==> config.mk <==
export PLATFORM = sky130hd
export DESIGN_NAME = inst_fetcher
export DESIGN_NICKNAME = d
export VERILOG_FILES = /design/src/rtl/inst_fetcher_pkg.sv /design/src/rtl/fetch_line_buf.sv /design/src/rtl/inst_fetcher.sv
export SDC_FILE = /design/constraint.sdc
export NUM_CORES = 1
export LEC_CHECK = 0
export BUFFER_PORTS_ARGS = -buffer_cell sky130_fd_sc_hd__buf_2
export CAP_MARGIN = 5
export CORE_MARGIN = 2
export CORE_UTILIZATION = 40
export CTS_BUF_LIST = sky130_fd_sc_hd__clkbuf_8 sky130_fd_sc_hd__clkbuf_16
export DETAILED_ROUTE_END_ITERATION = 10
export SYNTH_ARGS = -nofsm -noshare
export SYNTH_HDL_FRONTEND = slang
export SYNTH_HIERARCHICAL = 1
export SYNTH_SLANG_ARGS = --single-unit
export TNS_END_PERCENT = 100
==> constraint.sdc <==
create_clock -name clk_in -period 5.1 [get_ports clk_in]
set_input_delay 0.765 -clock clk_in [delete_from_list [all_inputs] [get_ports clk_in]]
set_output_delay 0.765 -clock clk_in [all_outputs]
set_load 0.05 [all_outputs]
==> src/rtl/inst_fetcher_pkg.sv <==
// Shared fetch types, line geometry, reset values and FSM state encoding.
// FETCH_LINE_REUSE_EN (see inst_fetcher) is the only build option.
package inst_fetcher_pkg;
  typedef logic [31:0] ADDR_TYPE;
  typedef logic [31:0] INST_TYPE;

  localparam int LINE_WORDS = 4;
  localparam int IDX_W      = $clog2(LINE_WORDS);
  localparam int TAG_W      = 28;

  localparam INST_TYPE INST_RESET = 32'h0000_0000;
  localparam ADDR_TYPE ADDR_RESET = 32'h0000_0000;

  typedef enum logic [2:0] {
    S_IDLE    = 3'd0,
    S_REQ     = 3'd1,
    S_FILL    = 3'd2,
    S_RELEASE = 3'd3,
    S_ISSUE   = 3'd4
  } fetch_state_t;

  function automatic logic [TAG_W-1:0] line_tag(input ADDR_TYPE addr);
    return addr[31:4];
  endfunction
endpackage

==> src/rtl/fetch_line_buf.sv <==
// One-line instruction store: 4x32 slots, single write port, indexed read, tag/valid.
// Writes land on the clock edge; read and hit are combinational. No backpressure.
module fetch_line_buf
  import inst_fetcher_pkg::*;
(
  input  logic             clk_in,
  input  logic             rst_in,
  input  logic             wr_en,
  input  logic [IDX_W-1:0] wr_idx,
  input  logic [31:0]      wr_dat,
  input  logic [IDX_W-1:0] rd_idx,
  output logic [31:0]      rd_dat,
  input  logic             set_valid,
  input  logic             clr_valid,
  input  logic [TAG_W-1:0] set_tag,
  input  logic [TAG_W-1:0] lookup_tag,
  output logic             hit
);
  INST_TYPE         slot [LINE_WORDS];
  logic [TAG_W-1:0] tag;
  logic             line_valid;

  always_ff @(posedge clk_in or negedge rst_in) begin
    if (!rst_in) begin
      for (int i = 0; i < LINE_WORDS; i++) slot[i] <= INST_RESET;
      tag        <= '0;
      line_valid <= 1'b0;
    end else begin
      if (wr_en) slot[wr_idx] <= wr_dat;
      if (clr_valid) begin
        line_valid <= 1'b0;
      end else if (set_valid) begin
        line_valid <= 1'b1;
        tag        <= set_tag;
      end
    end
  end

  assign rd_dat = slot[rd_idx];
  assign hit    = line_valid && (tag == lookup_tag);
endmodule

==> src/rtl/inst_fetcher.sv <==
// Line-based instruction fetcher: request = controller latency + 2 cycles to first issue, then 1/cycle.
// rdy_in=0 freezes everything; issue holds while issue_ready_in=0. FETCH_LINE_REUSE_EN enables line reuse.
module inst_fetcher
  import inst_fetcher_pkg::*;
(
  input  logic        clk_in,
  input  logic        rst_in,
  input  logic        rdy_in,
  output logic        mem_enable_out,
  output logic [31:0] mem_addr_out,
  output logic        mem_reset_out,
  input  logic        mem_avail_in,
  input  logic        mem_word_done_in,
  input  logic [31:0] mem_inst_in,
  input  logic        mem_end_in,
  input  logic        jump_in,
  input  logic [31:0] jump_pc_in,
  input  logic        issue_ready_in,
  output logic        inst_valid_out,
  output logic [31:0] inst_out,
  output logic [31:0] pc_out
);
  fetch_state_t state, state_nxt;
  ADDR_TYPE     pc, pc_nxt, addr_nxt;
  logic         en_nxt, rst_pulse_nxt;
  logic         cap_pend, cap_nxt;
  logic [2:0]   wr_cnt, wr_cnt_nxt, pulse_cnt, pulse_nxt;
  logic         filling;
  logic         buf_wr, buf_set, buf_clr, buf_hit, reuse_hit;
  INST_TYPE     rd_dat;

  fetch_line_buf u_line_buf (
    .clk_in     (clk_in),
    .rst_in     (rst_in),
    .wr_en      (buf_wr & rdy_in),
    .wr_idx     (wr_cnt[IDX_W-1:0]),
    .wr_dat     (mem_inst_in),
    .rd_idx     (pc[3:2]),
    .rd_dat     (rd_dat),
    .set_valid  (buf_set & rdy_in),
    .clr_valid  (buf_clr & rdy_in),
    .set_tag    (line_tag(pc)),
    .lookup_tag (line_tag(pc)),
    .hit        (buf_hit)
  );

`ifdef FETCH_LINE_REUSE_EN
  assign reuse_hit = buf_hit;
`else
  // Tag compare is still built but never allowed to bypass the memory request.
  assign reuse_hit = 1'b0 & buf_hit;
`endif

  always_ff @(posedge clk_in or negedge rst_in) begin
    if (!rst_in) begin
      state          <= S_IDLE;
      pc             <= ADDR_RESET;
      mem_enable_out <= 1'b0;
      mem_addr_out   <= ADDR_RESET;
      mem_reset_out  <= 1'b0;
      cap_pend       <= 1'b0;
      wr_cnt         <= 3'd0;
      pulse_cnt      <= 3'd0;
    end else if (rdy_in) begin
      state          <= state_nxt;
      pc             <= pc_nxt;
      mem_enable_out <= en_nxt;
      mem_addr_out   <= addr_nxt;
      mem_reset_out  <= rst_pulse_nxt;
      cap_pend       <= cap_nxt;
      wr_cnt         <= wr_cnt_nxt;
      pulse_cnt      <= pulse_nxt;
    end
  end

  always_comb begin
    state_nxt     = state;
    pc_nxt        = pc;
    en_nxt        = mem_enable_out;
    addr_nxt      = mem_addr_out;
    rst_pulse_nxt = 1'b0;
    cap_nxt       = 1'b0;
    wr_cnt_nxt    = wr_cnt;
    pulse_nxt     = pulse_cnt;
    buf_wr        = 1'b0;
    buf_set       = 1'b0;
    buf_clr       = 1'b0;
    filling       = (state == S_REQ) || (state == S_FILL) || (state == S_RELEASE);

    if (jump_in) begin
      pc_nxt     = jump_pc_in;
      state_nxt  = S_IDLE;
      wr_cnt_nxt = 3'd0;
      pulse_nxt  = 3'd0;
      if (filling) begin
        buf_clr = 1'b1;
        en_nxt  = 1'b0;
        // Controller is only still counting while the request is held.
        rst_pulse_nxt = (state != S_RELEASE);
      end
    end else begin
      // Word data arrives one cycle after its done pulse.
      if (filling && cap_pend) begin
        buf_wr     = 1'b1;
        wr_cnt_nxt = wr_cnt + 3'd1;
      end
      if (filling && mem_word_done_in && (pulse_cnt < 3'd4)) begin
        cap_nxt   = 1'b1;
        pulse_nxt = pulse_cnt + 3'd1;
      end

      case (state)
        S_IDLE: begin
          if (reuse_hit) begin
            state_nxt = S_ISSUE;
          end else if (mem_avail_in) begin
            state_nxt  = S_REQ;
            en_nxt     = 1'b1;
            addr_nxt   = {line_tag(pc), 4'b0000};
            buf_clr    = 1'b1;
            wr_cnt_nxt = 3'd0;
            pulse_nxt  = 3'd0;
          end
        end
        S_REQ: begin
          if (mem_word_done_in) state_nxt = S_FILL;
        end
        S_FILL: begin
          if (mem_end_in && (pulse_nxt == 3'd4)) begin
            state_nxt = S_RELEASE;
            en_nxt    = 1'b0;
          end
        end
        S_RELEASE: begin
          if (wr_cnt_nxt == 3'd4) begin
            state_nxt = S_ISSUE;
            buf_set   = 1'b1;
          end
        end
        S_ISSUE: begin
          if (issue_ready_in) begin
            pc_nxt = pc + 32'd4;
            if (pc[3:2] == 2'd3) state_nxt = S_IDLE;
          end
        end
        default: state_nxt = S_IDLE;
      endcase
    end
  end

  assign inst_valid_out = (state == S_ISSUE);
  assign inst_out       = inst_valid_out ? rd_dat : INST_RESET;
  assign pc_out         = inst_valid_out ? pc : ADDR_RESET;
endmodule

==> metrics.cfg <==
[sta]
hold_ws_ps = 356.3
skew_ps = 16.74
timing.fmax_ghz = 0.2918
fin_crit_ps = 3427
slew_headroom_pct = 39.12
drv_slew = 0
tns_ps = 0
setup_violations = 0
worst_pin_slew_ps = 906.2
rsz0062_at_grt = false
period_share_pct = 67.20
hold_viol_final = 0

[drt]
vias = 6910
wire_per_inst_um = 18.98
drt_iter0_drc = 411
wirelength_um = 23910
vias_per_cell = 5.484
antenna_left = 0
remaining_drc_errors = 0
drt_first_pass_iters = 4

[power_and_ir_drop]
p_clk_share_pct = 29.0
p_seq_share_pct = 42.7
switchingPower_mw = 1.811
switching_share_pct = 36.46
combPwrFrac_pct = 28.2
internal_power_mw = 3.156
total_power_mw = 4.966
p_per_area_mw_per_mm2 = 429.4
total_leakage_power_nw = 5.788
ir_worst_vdd_mv = 0.2223

[clock_network]
clk_latency_ps = 440
clk_pin_slew_ps = 80
postCtsSetupRepairBufs = 0
cts_buffer_depth = 2
postCtsResizedCells = 0
cts.sinks = 200
cts_hold_buf = 0
cts_root_buf = clkbuf_16
tritoncts = done
cts_made_buffers = 17
htree_levels = 4

[critical_path]
cp-endpoint = inst_out[3]
critPathArrivalTime_ps = 2660
crit_path_start = pc[2]
crit_fanout = 22
reg2reg_slack_ps = 2130
end_kind = output port
reg2reg_from = state[2]
start_kind = flip-flop
r2r_cells = 7
regToRegEndpoint = pc[25]
required_ps = 4340
critical_path_class = reg2out

[yosys]
avgSynthCellArea_um2 = 12.52
syn-cell-area_mm2 = 0.009867
synthCells = 788
synth-warning-count = 6

[placed_design]
dp.cells = 1226
numPortBuffers = 166
gp_congestion = 0.7662
place.detailed.hpwl_um = 15390

[layout]
nets = 996
fin_cells = 1260
area_growth_pct = 17.22
layout-drive-gt1-share_pct = 43.79

[floorplan]
initial_core_util_pct = 40.69
die_h_um = 161.1
core_mm2 = 0.02425
dieArea_mm2 = 0.02594
core.rowCount = 57
die_w_um = 161.1
ios = 171

[grt]
grt_pass1_wl_um = 38310
track_usage_pct = 18.70
antenna_found_initial = 2
grt_pass1_vias = 6928
grt_overflow = 0
grt_start_max_net_pins = 106

[outcome]
outcome = complete, no violations

[job]
drv_cap = 0

[hold_path]
hold_path.class = in2async

cell usage in the layout (no fill, tap or decap), drive strengths merged, types with 3 or more instances in the layout:
cell type / count
dfrtp: 200
buf: 178
mux2: 160
and3: 73
o21ai: 36
mux4: 32
nand2: 31
a21oi: 29
nand3: 24
nor2: 19
clkbuf: 18
inv: 17
nor3: 8
mux2i: 7
or3: 7
nor4: 6
nand4: 6
a31oi: 6
nor3b: 5
nor2b: 4
o41ai: 4
a32oi: 4
conb: 4
clkinv: 4
a311o: 3
o32ai: 3
o311ai: 3
o22ai: 3
a41o: 3
ha: 3
or2: 3
worst min-delay path by stage:
stage | from | endpoint | slack [ps] | depth (start not counted)
2_1_floorplan | u_line_buf/slot[120] | u_line_buf/slot[120] | 450 | 1
4_1_cts | rst_in | mem_addr_out[14] | 400 | 1
3_3_place_gp | mem_reset_out | mem_reset_out | 460 | 2
6_report | rst_in | mem_addr_out[14] | 360 | 1
3_5_place_dp | mem_reset_out | mem_reset_out | 480 | 2
5_1_grt | rst_in | mem_addr_out[14] | 430 | 1
layer usage:
metal	vias up	global-route usage [%]	wire length [um]	share of wire, %
met3	19	4.571	1204	5.0
met5	-	0	0	0
met4	0	4.545	241	1.0
li1	3223	-	-	-
met1	3486	26.03	11190	47
met2	182	29.69	11280	47
through the flow:
step / area, um^2 / worst slack [ps] / utilization, %
floorplan: 9878 / 2560 / -
CTS: 11560 / 1594 / 47.68
global placement: 10930 / 1883 / 45.07
detailed placement: 10930 / 1849 / 45.07
finish: 11570 / 1673 / 47.70
global route: 11560 / 1492 / 47.69
area by class of cell:
class                           count  area [um^2]
Timing Repair Buffer              179        962.2
Clock buffer                       17        425.4
Sequential cell                   200         5007
Fill cell                        2242        12680
Clock inverter                     15        207.7
Inverter                            7        26.28
Multi-Input combinational cell    516         4527
Tap cell                          324        405.4
Antenna cell                        2        5.005
state kept, by name, indices dropped and copies added (netlist names):
name and count:
u_line_buf/slot 128, pc 32, mem_addr_out 28, pulse_cnt 3, state 3, wr_cnt 3
cap_pend 1, mem_enable_out 1, mem_reset_out 1
worst max-delay path, cell delays in order, from the launching register on:
cell     delay, ps
dfrtp_2        710
buf_4          510
mux4_2         600
and3_1         180
buf_2          200
power groups by stage:
stage	clock, mW	combinational, mW	sequential, mW
finish	1.44	1.40	2.12
floorplan	0	0.720	2.47
global placement	0	1.39	2.14
detailed placement	0	1.41	2.15
global route	1.55	1.50	2.17
CTS	1.48	1.42	2.12
Note: power is estimated with default switching activity, not from simulation.
